`config.mk`:
```
export PLATFORM = sky130hd
export DESIGN_NAME = csla_seq_adder_ctrl
export DESIGN_NICKNAME = d
export VERILOG_FILES = /design/src/rtl/csla_seq_pkg.sv /design/src/rtl/csla_icg_cell.sv /design/src/rtl/param_csla.sv /design/src/rtl/csla_seq_adder_ctrl.sv
export SDC_FILE = /design/constraint.sdc
export NUM_CORES = 1
export LEC_CHECK = 0
export ABC_AREA = 1
export BUFFER_PORTS_ARGS = -buffer_cell sky130_fd_sc_hd__buf_2
export CORE_AREA = 2 2 135 85
export CTS_CLUSTER_SIZE = 16
export DETAILED_ROUTE_END_ITERATION = 8
export DIE_AREA = 0 0 137 87
export PLACE_DENSITY = 0.68
export REMOVE_ABC_BUFFERS = 1
export SETUP_SLACK_MARGIN = 0.15
export SLEW_MARGIN = 20
export SYNTH_ARGS = -nofsm -noshare
export SYNTH_HDL_FRONTEND = slang
export SYNTH_SLANG_ARGS = --single-unit
```
`constraint.sdc`:
```
create_clock -name clk -period 2.42 [get_ports clk]
set_input_delay 0.605 -clock clk [delete_from_list [all_inputs] [get_ports clk]]
set_output_delay 0.605 -clock clk [all_outputs]
set_load 0.005 [all_outputs]
```
`src/rtl/csla_seq_pkg.sv`:
```
// Shared definitions for the sequential carry-select adder controller:
// FSM state encoding and a constant-evaluable ceil(log2) helper.
package csla_seq_pkg;

  typedef enum logic [1:0] {
    StIdle = 2'd0,
    StRun  = 2'd1,
    StDone = 2'd2
  } state_e;

  function automatic int unsigned clog2(input int unsigned n);
    int unsigned r;
    int unsigned v;
    r = 0;
    v = 1;
    while (v < n) begin
      v = v << 1;
      r = r + 1;
    end
    return r;
  endfunction

endpackage

```
`src/rtl/csla_icg_cell.sv`:
```
// Latch-based integrated clock gate: enable sampled while clk is low, ANDed
// with clk. test_en_i forces the clock on.
module csla_icg_cell (
  input  logic clk_i,
  input  logic en_i,
  input  logic test_en_i,
  output logic gclk_o
);

  logic en_l;

  always_latch begin
    if (!clk_i) en_l <= en_i | test_en_i;
  end

  assign gclk_o = clk_i & en_l;

endmodule

```
`src/rtl/param_csla.sv`:
```
// Combinational carry-select adder slice. APPROX>0 replaces the APPROX LSBs with
// a carry-free OR of the operands and drops cin; APPROX=0 gives an exact sum.
module param_csla #(
  parameter int unsigned W      = 8,
  parameter int unsigned APPROX = 0
) (
  input  logic [W-1:0] a_i,
  input  logic [W-1:0] b_i,
  input  logic         cin_i,
  output logic [W-1:0] sum_o,
  output logic         cout_o
);

  localparam int unsigned NApx = (APPROX > W) ? W : APPROX;
  localparam int unsigned LoW  = (W + 1) / 2;
  localparam int unsigned HiW  = W - LoW;
  localparam logic [W-1:0] ApxMask = {W{1'b1}} >> (W - NApx);

  logic [W-1:0] a_m, b_m, exact;
  logic         c_m;

  assign a_m = a_i & ~ApxMask;
  assign b_m = b_i & ~ApxMask;
  assign c_m = (NApx == 0) ? cin_i : 1'b0;

  if (HiW == 0) begin : g_single
    assign {cout_o, exact} = {1'b0, a_m} + {1'b0, b_m} + (W + 1)'(c_m);
  end else begin : g_select
    logic [LoW:0] lo;
    logic [HiW:0] hi0, hi1;
    assign lo  = {1'b0, a_m[LoW-1:0]} + {1'b0, b_m[LoW-1:0]} + (LoW + 1)'(c_m);
    // Upper half precomputed for both carry values, picked by the low carry.
    assign hi0 = {1'b0, a_m[W-1:LoW]} + {1'b0, b_m[W-1:LoW]};
    assign hi1 = {1'b0, a_m[W-1:LoW]} + {1'b0, b_m[W-1:LoW]} + (HiW + 1)'(1);
    assign exact  = {lo[LoW] ? hi1[HiW-1:0] : hi0[HiW-1:0], lo[LoW-1:0]};
    assign cout_o = lo[LoW] ? hi1[HiW] : hi0[HiW];
  end

  assign sum_o = exact | ((a_i | b_i) & ApxMask);

endmodule

```
`src/rtl/csla_seq_adder_ctrl.sv`:
```
// Multi-cycle wide adder reusing one param_csla slice over NSLICES cycles.
// CSLA_SEQ_CLKGATE_EN: clock the datapath registers through csla_icg_cell.
module csla_seq_adder_ctrl
  import csla_seq_pkg::*;
#(
  parameter int unsigned TOTAL_W = 32,
  parameter int unsigned SLICE_W = 8,
  parameter int unsigned APPROX  = 0
) (
  input  logic               clk,
  input  logic               rst_n,
  input  logic               in_valid_i,
  output logic               in_ready_o,
  input  logic [TOTAL_W-1:0] a_i,
  input  logic [TOTAL_W-1:0] b_i,
  input  logic               cin_i,
  output logic               out_valid_o,
  input  logic               out_ready_i,
  output logic [TOTAL_W-1:0] sum_o,
  output logic               cout_o,
  output logic               busy_o
);

  localparam int unsigned NSLICES = TOTAL_W / SLICE_W;
  localparam int unsigned IdxW    = (clog2(NSLICES) < 1) ? 1 : clog2(NSLICES);
  localparam logic [IdxW-1:0] LastIdx = IdxW'(NSLICES - 1);

  state_e            state_q, state_d;
  logic [IdxW-1:0]   idx_q, idx_d;
  logic [TOTAL_W-1:0] op_a_q, op_a_d, op_b_q, op_b_d, sum_q, sum_d;
  logic              carry_q, carry_d, cout_q, cout_d;
  logic [SLICE_W-1:0] slice_sum;
  logic              slice_cout;
  logic              accept, load_en, dp_en;

  param_csla #(
    .W      (SLICE_W),
    .APPROX (APPROX)
  ) u_slice (
    .a_i    (op_a_q[SLICE_W-1:0]),
    .b_i    (op_b_q[SLICE_W-1:0]),
    .cin_i  (carry_q),
    .sum_o  (slice_sum),
    .cout_o (slice_cout)
  );

  assign accept  = in_valid_i && (state_q == StIdle);
  assign load_en = accept || (state_q == StRun);

  always_comb begin
    state_d = state_q;
    idx_d   = idx_q;
    unique case (state_q)
      StIdle: begin
        if (accept) begin
          state_d = StRun;
          idx_d   = '0;
        end
      end
      StRun: begin
        if (idx_q == LastIdx) begin
          state_d = StDone;
          idx_d   = '0;
        end else begin
          idx_d = idx_q + IdxW'(1);
        end
      end
      StDone: begin
        if (out_ready_i) state_d = StIdle;
      end
      default: state_d = StIdle;
    endcase
  end

  always_ff @(posedge clk or negedge rst_n) begin
    if (!rst_n) begin
      state_q <= StIdle;
      idx_q   <= '0;
    end else begin
      state_q <= state_d;
      idx_q   <= idx_d;
    end
  end

  always_comb begin
    op_a_d  = op_a_q;
    op_b_d  = op_b_q;
    carry_d = carry_q;
    sum_d   = sum_q;
    cout_d  = cout_q;
    if (accept) begin
      op_a_d  = a_i;
      op_b_d  = b_i;
      carry_d = cin_i;
    end else if (state_q == StRun) begin
      op_a_d  = op_a_q >> SLICE_W;
      op_b_d  = op_b_q >> SLICE_W;
      carry_d = slice_cout;
      sum_d[idx_q*SLICE_W +: SLICE_W] = slice_sum;
      if (idx_q == LastIdx) cout_d = slice_cout;
    end
  end

`ifdef CSLA_SEQ_CLKGATE_EN
  logic gclk;

  csla_icg_cell u_icg (
    .clk_i     (clk),
    .en_i      (load_en),
    .test_en_i (1'b0),
    .gclk_o    (gclk)
  );

  // Gated clock only pulses when load_en is set, so the load enable is implicit.
  assign dp_en = 1'b1;

  always_ff @(posedge gclk or negedge rst_n) begin
`else
  assign dp_en = load_en;

  always_ff @(posedge clk or negedge rst_n) begin
`endif
    if (!rst_n) begin
      op_a_q  <= '0;
      op_b_q  <= '0;
      carry_q <= 1'b0;
      sum_q   <= '0;
      cout_q  <= 1'b0;
    end else if (dp_en) begin
      op_a_q  <= op_a_d;
      op_b_q  <= op_b_d;
      carry_q <= carry_d;
      sum_q   <= sum_d;
      cout_q  <= cout_d;
    end
  end

  assign in_ready_o  = (state_q == StIdle);
  assign out_valid_o = (state_q == StDone);
  assign busy_o      = (state_q != StIdle);
  assign sum_o       = sum_q;
  assign cout_o      = cout_q;

endmodule

```
==> results of run 1 <==
[Yosys cell counts (2+ instances only)]
master / number / share of area, %
a21oi_1: 4 / 0.43
a22o_1: 18 / 3.4
a32o_1: 2 / 0.43
buf_2: 13 / 1.4
buf_4: 7 / 1.1
dfrtp_1: 102 / 54
fa_1: 3 / 1.3
ha_1: 14 / 3.7
inv_1: 45 / 3.6
inv_2: 4 / 0.32
nand2_1: 170 / 14
nand2_4: 2 / 0.48
nand3_1: 29 / 3.1
nor2_1: 9 / 0.72
nor2_2: 2 / 0.27
nor2_4: 2 / 0.48
o211ai_1: 28 / 4.5
o21ai_0: 30 / 3.2
o21ai_1: 2 / 0.21
o221ai_1: 4 / 0.75
o22ai_1: 2 / 0.27
o31ai_1: 2 / 0.32
xnor2_1: 2 / 0.37
[repair_timing]
item | in CTS | in global routing
setup endpoints to repair | 0 | 5
gates resized for setup | 0 | 3
setup buffers | 0 | 0
hold buffers | 0 | 0
[where the power goes]
group	total (mW)	internal, mW	switching, mW
Sequential	2.76	2.40	0.357
Clock	1.39	0.719	0.666
Combinational	3.70	1.33	2.37
Total	7.85	4.45	3.39
[cell usage in the layout, fill, tap and decap left out, types with 2 or more instances in the layout]
master and instances:
nor2_1 8, o22ai_1 2, nand2_4 2, a32o_1 2
nor2_4 3, o211ai_1 28, o31ai_1 2, ha_1 14
inv_2 4, xnor2_1 2, buf_2 103, o21ai_1 2
buf_4 11, a21oi_1 4, fa_1 3, nand2_2 2
o221ai_1 4, a22o_1 18, inv_6 3, clkinv_4 2
clkbuf_16 9, o21ai_0 30, nand2_1 168, inv_1 45
nand3_1 29, nor2_2 2, dfrtp_1 102
[state kept, by name, indices dropped and copies added, names as in the netlist]
name and cells:
op_a_q 32, op_b_q 32, sum_o 32, idx_q 2, state_q 2, carry_q 1, cout_o 1
[worst max-delay path: cells and delay by family (launching register included)]
| family | cells | cell delay [ns] |
|---|---|---|
| buffers and inverters | 3 | 0.18 |
| adders and majority gates | 3 | 0.95 |
| AOI/OAI and AO/OA | 2 | 0.25 |
| DFF | 1 | 0.35 |
| and+or+nand+nor | 3 | 0.30 |
[final cells by class]
class                      instances  area [um2]
timing repair buffer             115       618.1
sequential                       102        2552
fill                             980        5151
inverter                          49       183.9
clock buffer                       9       225.2
multi-input combinational        333        1837
clock inverter                     7       62.56
tap                              144       180.2
[worst paths after layout]
kind / from / endpoint / slack (ns) / depth (start not counted)
setup / recovery: op_a_q[4]$_DFFE_PN0P_ / sum_o[13]$_DFFE_PN0P_ / 0.33 / 11
hold / removal: rst_n / sum_o[22]$_DFFE_PN0P_ / 0.15 / 1
setup reg to reg: op_a_q[4]$_DFFE_PN0P_ / sum_o[13]$_DFFE_PN0P_ / 0.33 / 11
hold reg to reg: sum_o[15]$_DFFE_PN0P_ / sum_o[15]$_DFFE_PN0P_ / 0.48 / 2
max in group asynchronous: rst_n / op_b_q[7]$_DFFE_PN0P_ / 1.63 / 2
min in group clk: out_ready_i / state_q[1]$_DFFE_PN0P_ / 0.46 / 2
[routing by layer]
metal	vias up	wire [um]
met4	0	80
met5	-	0
met2	120	4737
li1	1878	-
met1	1842	5459
met3	9	733
[logic make-up (layout without fill, tap and decap cells)]
logic type,after synthesis,count (layout)
and+or+nand+nor,220,220
DFF,102,102
AOI/OAI and AO/OA,94,94
buffers and inverters,71,180
adders and majority gates,17,17
xor gates and xnor gates,2,2
[per-stage QoR]
stage / area, um2 / TNS [ns] / util (%) / hold slack [ns]
2_1_floorplan: 4561 / -8.320 / - / 0.3094
3_3_place_gp: 5364 / 0 / 49.62 / 0.4650
3_5_place_dp: 5364 / 0 / 49.62 / 0.4697
4_1_cts: 5652 / 0 / 52.28 / 0.1551
5_1_grt: 5659 / 0 / 52.35 / 0.1682
6_report: 5659 / 0 / 52.35 / 0.1543
==> summary.txt, run 1 <==
Die
  • Initial Util: 43.41%
  • Core Area: roughly 11000 um2
  • Die height: between 80 and 90 um
  • Io pins: 105
  • Core Rows: 30
  • DIE AREA: 11920 um2
  • Die width: 137 um

Place
  • Number of port buffers: roughly 100
  • Pre-CTS setup slack: 0.3157 ns
  • Final HPWL DP: between 8 and 9 mm
  • Final GP Congestion: 0.9015
  • Cell Count Post-Placement: 743

Drt
  • Via Count: between 3000 and 4000
  • DRC violation count after routing: 0
  • DRT iter0 DRCs: 289
  • Final antenna-violating net count: 0
  • DRT Wirelength: 11.01 mm
  • Avg WL per Cell: around 15 um
  • Avg Vias per Cell: 5.071
  • Number of detailed-route iterations in the first pass: 4

GRT
  • Gr busiest metal: met1
  • First-pass GRT wire length: between 15 and 20 mm
  • Gr ovfl total: 0
  • Pin count of the biggest net entering global routing: 54
  • Number of global-route vias before repair: 3744
  • Met1 usage: 29.90%
  • Initial antenna violation count: 0
  • Met3 Use GR: 4.770%
  • Total GRT Usage: around 20%
  • Met2 GRT Util: just under 30%

CTS
  • Insertion delay to the later sink of the worst-skew pair: about 0.34 ns
  • CTS sink cnt: 102
  • CTS root buf: clkbuf_16
  • Max clock buf depth: 2
  • Total CTS buffers: 9
  • Clk slew on worst S/H paths: 0.07 ns
  • CTS tree: done
  • CTS H-tree depth: 3

Synthesis
  • #FFs+latches synth: 102
  • Main flop type after synthesis: dfrtp_1
  • Seq/Total Area, Yosys: a little over half
  • Warnings, synthesis: 0
  • Post-Synth Adder-Cell Area: 5.012%
  • Async SR Flop Fraction: 100.0%
  • Synth unique cells: 33
  • Largest family of logic cells by synthesized area: simple AND/OR/NAND/NOR gates
  • Multiplexer share of the synthesized area: 0%
  • Synth Area in Compound Gates: between 10 and 15%
  • Synth Area in Simple Gates: 19.73%
  • EDFF count, synth: 0
  • Synthesized cell area: 4693 um2
  • Gate Count Post-Synth: 506
  • Xor/xnor share of the synthesized area: 0.3732%
  • Syn Area/Cell: 9.275 um2

Timing
  • Max Clock Freq: 477.7 MHz
  • Final hold vios: 0
  • Tmin final: 2.093 ns
  • Slew Viols, Final: 0
  • RSZ-0062 raised after global routing: false
  • Worst clock skew: around 0.0049 ns
  • Actual slew at the worst max-slew pin: 0.5696 ns
  • Final period utilization: 86.49%
  • Setup violators final: 0
  • Worst rel slew slack: 61.75%
  • Setup slack after layout: 0.3268 ns

Worst setup path
  • Max incr delay on CP: 0.50 ns
  • WS Path Type: reg2reg
  • Worst path required time: around 2.7 ns
  • Most used cell, CP: inv_1
  • Critical path peak fanout: 3
  • Worst EP arrival: 2.36 ns
  • Slowest-stage cell, CP: fa_1
  • Critical path capture point type: register
  • Worst path cell trace: ha_1 -> inv_1 -> fa_1 -> inv_1 -> ha_1 -> inv_1 -> nand2_1 -> o21ai_0 -> nor2_1 -> nand2_1 -> o21ai_0
  • CP Launch Type: register

Power and ir drop
  • Max VDD drop: approximately 0.53 mV
  • Leak Pwr: 2.922 nW
  • Power density over the cells: around 1400 nW/um2
  • Total power: about 7.8 mW

Cells and area
  • Diode count: 0
  • Final layout net count: 696
  • Filler-free cell count of the finished design: between 700 and 800
  • Share of post-route cells with drive strength above 1: about a quarter
  • P&R area growth vs syn: 20.58%

Worst hold path
  • Hold WC Path Type: in2async

Run
  • Number of max-cap violations: 0

Run status
  • Status: complete, no violations
No activity file was read; power rests on OpenSTA's default activity.
==> run 2: changes to the inputs <==
--- a/config.mk
+++ b/config.mk
@@ -7,11 +7,11 @@
 export LEC_CHECK = 0
 export ABC_AREA = 1
 export BUFFER_PORTS_ARGS = -buffer_cell sky130_fd_sc_hd__buf_2
-export CORE_AREA = 2 2 135 85
+export CORE_AREA = 2 2 124 78
 export CTS_CLUSTER_SIZE = 16
 export DETAILED_ROUTE_END_ITERATION = 8
-export DIE_AREA = 0 0 137 87
-export PLACE_DENSITY = 0.68
+export DIE_AREA = 0 0 126 80
+export PLACE_DENSITY = 0.79
 export REMOVE_ABC_BUFFERS = 1
 export SETUP_SLACK_MARGIN = 0.15
 export SLEW_MARGIN = 20
==> run 2 against run 1 <==
  * Core utilization rose by 11 points
  * Clock power is 11% higher
  * Sequential share of layout area barely moved
  * Largest cell class unchanged
==> summary.txt, run 2 (synthesized netlist as in run 1, its figures left out) <==
Run status
  • Status: complete, no violations

Power and ir drop
  • Leak Pwr: between 2 and 3 nW
  • Power density over the cells: 1416 nW/um2
  • Total power: ~8 mW
  • Max VDD drop: about 0.75 mV

Drt
  • Number of detailed-route iterations in the first pass: 5
  • DRT iter0 DRCs: 267
  • Avg WL per Cell: 15.42 um
  • Via Count: 3917
  • Avg Vias per Cell: around 5.4
  • DRC violation count after routing: 0
  • Final antenna-violating net count: 0
  • DRT Wirelength: 11.26 mm

GRT
  • Number of global-route vias before repair: 3982
  • Total GRT Usage: 23.82%
  • Gr busiest metal: met2
  • Met1 usage: between 30% and 40%
  • Gr ovfl total: 0
  • Met3 Use GR: 6.971%
  • Initial antenna violation count: 1
  • Met2 GRT Util: 36.72%
  • First-pass GRT wire length: about 19 mm
  • Pin count of the biggest net entering global routing: 47

Timing
  • Worst clock skew: ~0.0052 ns
  • RSZ-0062 raised after global routing: false
  • Slew Viols, Final: 0
  • Setup violators final: 0
  • Final hold vios: 0
  • Final period utilization: 86.39%
  • Setup slack after layout: 0.3294 ns
  • Worst rel slew slack: 50.09%
  • Max Clock Freq: roughly 480 MHz
  • Tmin final: 2.091 ns
  • Total negative slack: 0 ns
  • Actual slew at the worst max-slew pin: 0.7478 ns

CTS
  • CTS H-tree depth: 3
  • Max clock buf depth: 2
  • CTS tree: done
  • Clk slew on worst S/H paths: 0.07 ns
  • CTS root buf: clkbuf_16
  • Insertion delay to the later sink of the worst-skew pair: 0.34 ns
  • CTS Hold Bufs: 0
  • CTS sink cnt: 102
  • Total CTS buffers: 9

Worst setup path
  • Critical path capture point type: register
  • Critical path peak fanout: 7
  • CP Launch Type: register
  • Worst path required time: 2.65 ns
  • WS Path Type: reg2reg
  • Worst EP arrival: about 2.3 ns
  • Worst R2R Setup Slack: 0.33 ns

Place
  • Number of port buffers: 104
  • Pre-CTS setup slack: between 0.3 and 0.4 ns
  • Final HPWL DP: 8.197 mm
  • Final GP Congestion: roughly 0.87

Die
  • DIE AREA: 10080 um2
  • Die height: 80 um
  • Core Area: 8919 um2
  • Io pins: 105
  • Core Rows: 27
  • Initial Util: 52.62%
  • Die width: 126 um

Cells and area
  • Commonest non-fill, non-tap cell in the layout: nand2_1
  • P&R area growth vs syn: 20.50%
  • Final layout net count: 695
  • Register area: 2552 um2
  • Filler cell count in the final layout: 767
  • Most frequent cells in the layout: nand2_1, buf_2, dfrtp_1
  • Multi-input logic area: between 1500 and 2000 um2
  • Diode count: 0
  • Share of post-route cells with drive strength above 1: roughly a quarter
  • Final Util: 63.41%

Worst hold path
  • Hold WC Path Type: in2async

Run
  • Number of max-cap violations: 0
## run 2: final cells by class
cell class / count / share of cell area (%)
Clock buffer: 9 / 3.982
Sequential cell: 102 / 45.13
Multi-Input combinational cell: 333 / 32.57
Timing Repair Buffer: 114 / 10.80
Clock inverter: 7 / 1.704
Inverter: 49 / 3.252
Tap cell: 116 / 2.566
## run 2: per-layer routing
layer,vias to the layer above,part of all wire (%)
met1,1896,47
met4,2,0.54
met2,132,45
li1,1877,-
met5,-,0.12
met3,10,7.6
## run 2: path summary, 6_finish.rpt
check / start / to / cells after the start
max in group asynchronous: rst_n / op_a_q[6]$_DFFE_PN0P_ / 2
min in group clk: out_ready_i / state_q[1]$_DFFE_PN0P_ / 2
worst min-delay path: rst_n / op_a_q[21]$_DFFE_PN0P_ / 1
worst max-delay path: op_a_q[0]$_DFFE_PN0P_ / sum_o[12]$_DFFE_PN0P_ / 11
worst max register to register: op_a_q[0]$_DFFE_PN0P_ / sum_o[12]$_DFFE_PN0P_ / 11
worst min register to register: sum_o[25]$_DFFE_PN0P_ / sum_o[25]$_DFFE_PN0P_ / 2
## run 2: worst max-delay path, cell delays in order (launching register included)
cell and delay (ns):
dfrtp_1 0.41, fa_1 0.44, inv_1 0.09, fa_1 0.20, inv_1 0.05, nand3_1 0.08
nand2_2 0.13, or2_2 0.32, nand3_1 0.09, nor2_1 0.07, nand2_1 0.06, nand2_1 0.05
## run 2: power breakdown
part | switching, mW | leakage [nW] | internal [mW] | total, mW
registers | 0.375 | 1.33 | 2.40 | 2.78
logic | 2.37 | 1.44 | 1.32 | 3.69
clock network | 0.633 | 0.148 | 0.908 | 1.54
## run 2: what timing repair did
item / CTS / global route
setup endpoints to repair: 0 / 12
buffers inserted: 0 / 0
resized for setup: 0 / 5
## run 2: through the flow
step / std cells / cell area [um2] / hold slack [ns]
5_1_grt: 730 / 5655 / 0.1496
2_1_floorplan: 484 / 4561 / 0.3094
3_5_place_dp: 714 / 5321 / 0.4694
4_1_cts: 730 / 5643 / 0.1427
3_3_place_gp: 714 / 5321 / 0.4624
6_report: 730 / 5655 / 0.1476
==> run 3: changes to the inputs <==
--- a/config.mk
+++ b/config.mk
@@ -7,14 +7,15 @@
 export LEC_CHECK = 0
 export ABC_AREA = 1
 export BUFFER_PORTS_ARGS = -buffer_cell sky130_fd_sc_hd__buf_2
-export CORE_AREA = 2 2 124 78
+export CORE_AREA = 2 2 126 79
 export CTS_CLUSTER_SIZE = 16
 export DETAILED_ROUTE_END_ITERATION = 8
-export DIE_AREA = 0 0 126 80
+export DIE_AREA = 0 0 128 81
 export PLACE_DENSITY = 0.79
 export REMOVE_ABC_BUFFERS = 1
 export SETUP_SLACK_MARGIN = 0.15
 export SLEW_MARGIN = 20
 export SYNTH_ARGS = -nofsm -noshare
 export SYNTH_HDL_FRONTEND = slang
+export SYNTH_HIERARCHICAL = 1
 export SYNTH_SLANG_ARGS = --single-unit
==> run 3 against run 2 <==
  * Worst hold slack got worse by 0.034 ns
  * Core utilization decreased by 1.2 points
  * Flip-flop and latch count unchanged
  * Wire length increased by 4.4%
  * Sequential power increased by 3%
  * Via count increased by 9.5%
  * Largest cell class unchanged
==> summary.txt, run 3 <==
Synthesis
  • Most common cell in the netlist: nand2_1
  • Syn Area/Cell: 8.168 um2
  • Seq/Total Area, Yosys: 52.43%
  • Gate Count Post-Synth: 596
  • Top post-synthesis cells by count: nand2_1, nand3_1, dfrtp_1, inv_1, ha_1
  • EDFF count, synth: 0
  • Async SR Flop Fraction: 100.0%
  • Synthesized cell area: 4868 um2
  • Leading area contributor after synthesis: dfrtp_1
  • Top cell type's share of synthesized area: 52.43%
  • Main flop type after synthesis: dfrtp_1
  • #FFs+latches synth: 102
  • Warnings, synthesis: 6
  • Top post-synthesis cells by area: dfrtp_1, nand2_1, nand3_1
  • Synth unique cells: 25

Timing
  • RSZ-0062 raised after global routing: true
  • Worst clock skew: roughly 0.0039 ns
  • Setup violators final: 0
  • Setup slack after layout: 0.1873 ns
  • Actual slew at the worst max-slew pin: 0.5291 ns
  • Tmin final: 2.233 ns
  • WHS: 0.1140 ns
  • Worst rel slew slack: around 65%
  • Max Clock Freq: 447.9 MHz
  • Total negative slack: 0 ns
  • Final period utilization: ~90%
  • Slew Viols, Final: 0
  • Final hold vios: 0

CTS
  • CTS root buf: clkbuf_16
  • Total CTS buffers: 9
  • CTS tree: done
  • CTS sink cnt: ~100
  • Max clock buf depth: 2
  • Insertion delay to the later sink of the worst-skew pair: roughly 0.34 ns
  • CTS H-tree depth: 3
  • Clk slew on worst S/H paths: 0.06 ns

Power and ir drop
  • Power density over the cells: 1298 nW/um2
  • Leak Pwr: 3.243 nW
  • Max VDD drop: 0.5718 mV

Place
  • Final GP Congestion: between 0.8 and 0.9
  • Number of port buffers: 104
  • Cell Count Post-Placement: 802
  • Final HPWL DP: about 8.1 mm
  • Pre-CTS setup slack: 0.1248 ns

Worst setup path
  • Critical path peak fanout: 3
  • Worst path cell trace: inv_2 -> fa_2 -> fa_2 -> inv_2 -> nand3_2 -> nand2_2 -> buf_4 -> nand2_1 -> nor2_4 -> nand2_1 -> nand2_1 -> nand2_2 -> nand2_1 -> nand3_1
  • Slowest-stage cell, CP: fa_2
  • Critical path capture point type: register
  • Critical path's top delay family: adder cells
  • CP bufs+invs: 3
  • CP Launch Type: register
  • Most used cell, CP: nand2_1
  • Worst EP arrival: 2.45 ns
  • Worst path required time: 2.64 ns
  • WS Path Type: reg2reg
  • Max incr delay on CP: 0.40 ns

Cells and area
  • Commonest non-fill, non-tap cell in the layout: nand2_1
  • Most frequent cells in the layout: nand2_1, nand3_1, buf_2
  • Filler cell count in the final layout: 803
  • Final layout net count: around 780
  • Filler-free cell count of the finished design: about 820
  • Share of post-route cells with drive strength above 1: 22.81%
  • Multi-input logic area: 2131 um2
  • Final Util: 62.18%
  • P&R area growth vs syn: 19.92%
  • Register area: 2552 um2

Drt
  • DRT Wirelength: between 10 and 15 mm
  • DRC violation count after routing: 0
  • Avg WL per Cell: around 14 um
  • DRT iter0 DRCs: 409
  • Avg Vias per Cell: approximately 5.2
  • Via Count: 4289
  • Final antenna-violating net count: 0
  • Number of detailed-route iterations in the first pass: 5

GRT
  • Number of global-route vias before repair: 3994
  • Gr ovfl total: 0
  • Total GRT Usage: between 20% and 30%
  • Pin count of the biggest net entering global routing: 56
  • First-pass GRT wire length: ~19 mm
  • Initial antenna violation count: 0

Die
  • Core Area: about 9400 um2
  • Initial Util: 51.85%
  • Core Rows: 28
  • Die width: 128 um
  • Die height: 81 um
  • Io pins: 105
  • DIE AREA: roughly 10000 um2

Worst hold path
  • Hold WC Path Type: in2async

Run status
  • Status: complete, no violations

Run
  • Number of max-cap violations: 0
==> run 3: changes by cell type after synthesis, sizes merged, moves of 3 or more <==
| cell | before | now |
|---|---|---|
| a22o | 18 | 0 |
| clkbuf | 1 | 9 |
| inv | 49 | 29 |
| nand2 | 172 | 254 |
| nand3 | 29 | 127 |
| nor2 | 13 | 17 |
| o211ai | 28 | 0 |
| o21ai | 32 | 5 |
| o221ai | 4 | 0 |
| xor2 | 0 | 3 |
==> run 3: final cells by class <==
class	instances	area share [%]
flip-flops and latches	102	43.72
diodes	1	0.04286
inverters	30	1.993
clock buffers	11	3.986
well taps	120	2.572
repair buffers	118	11.19
multi-input cells	436	36.50
==> run 3: metal layers <==
layer / part of all wire [%] / track usage [%]
met1: 47 / 34.22
met4: 1.3 / 6.703
met3: 6.9 / 6.126
met5: 0 / 0
met2: 45 / 36.79
==> run 3: final timing paths <==
kind / start / end / slack (ns) / cells past startpoint
hold / removal: rst_n / sum_o[21]$_DFFE_PN0P_ / 0.11 / 1
max in group asynchronous: rst_n / op_a_q[28]$_DFFE_PN0P_ / 1.61 / 2
min in group clk: sum_o[27]$_DFFE_PN0P_ / sum_o[27]$_DFFE_PN0P_ / 0.47 / 2
setup / recovery: carry_q$_DFFE_PN0P_ / carry_q$_DFFE_PN0P_ / 0.19 / 14
hold reg to reg: sum_o[27]$_DFFE_PN0P_ / sum_o[27]$_DFFE_PN0P_ / 0.47 / 2
setup reg to reg: carry_q$_DFFE_PN0P_ / carry_q$_DFFE_PN0P_ / 0.19 / 14
==> run 3: worst register-to-register path, delay by kind of cell, from the launching register on <==
kind                       cells  cell delay, ns
adders and majority gates      2            0.79
buffers and inverters          3            0.22
DFF                            1            0.37
and+or+nand+nor                9            0.74
==> run 3: logic make-up (layout without fill, tap and decap cells) <==
logic type	count (synthesis)	after routing	share of synthesized area [%]
buffers and inverters	58	159	5.191
and+or+nand+nor	403	403	35.39
adders and majority gates	17	17	4.832
other	0	1	0
xor gates and xnor gates	4	4	0.7197
AOI/OAI and AO/OA	12	12	1.439
DFF	102	102	52.43
==> run 3: what timing repair did <==
item | CTS | global route
resized for setup | 3 | 17
pin swaps | 1 | 7
endpoints found under the setup margin | 7 | 19
setup buffers | 1 | 3
hold buffers | 0 | 0
==> run 3: where the power goes <==
| group | internal (mW) | switching (mW) |
|---|---|---|
| logic | 1.27 | 2.21 |
| registers | 2.40 | 0.466 |
| clock network | 0.669 | 0.563 |
| total | 4.34 | 3.24 |
==> run 3: stage by stage <==
| step | cell area, um2 | total power [mW] |
|---|---|---|
| 4_1_cts | 5762 | 7.422 |
| 5_1_grt | 5836 | 8.191 |
| 2_1_floorplan | 4728 | 4.910 |
| 3_5_place_dp | 5509 | 6.109 |
| 3_3_place_gp | 5509 | 5.954 |
| 6_report | 5838 | 7.580 |
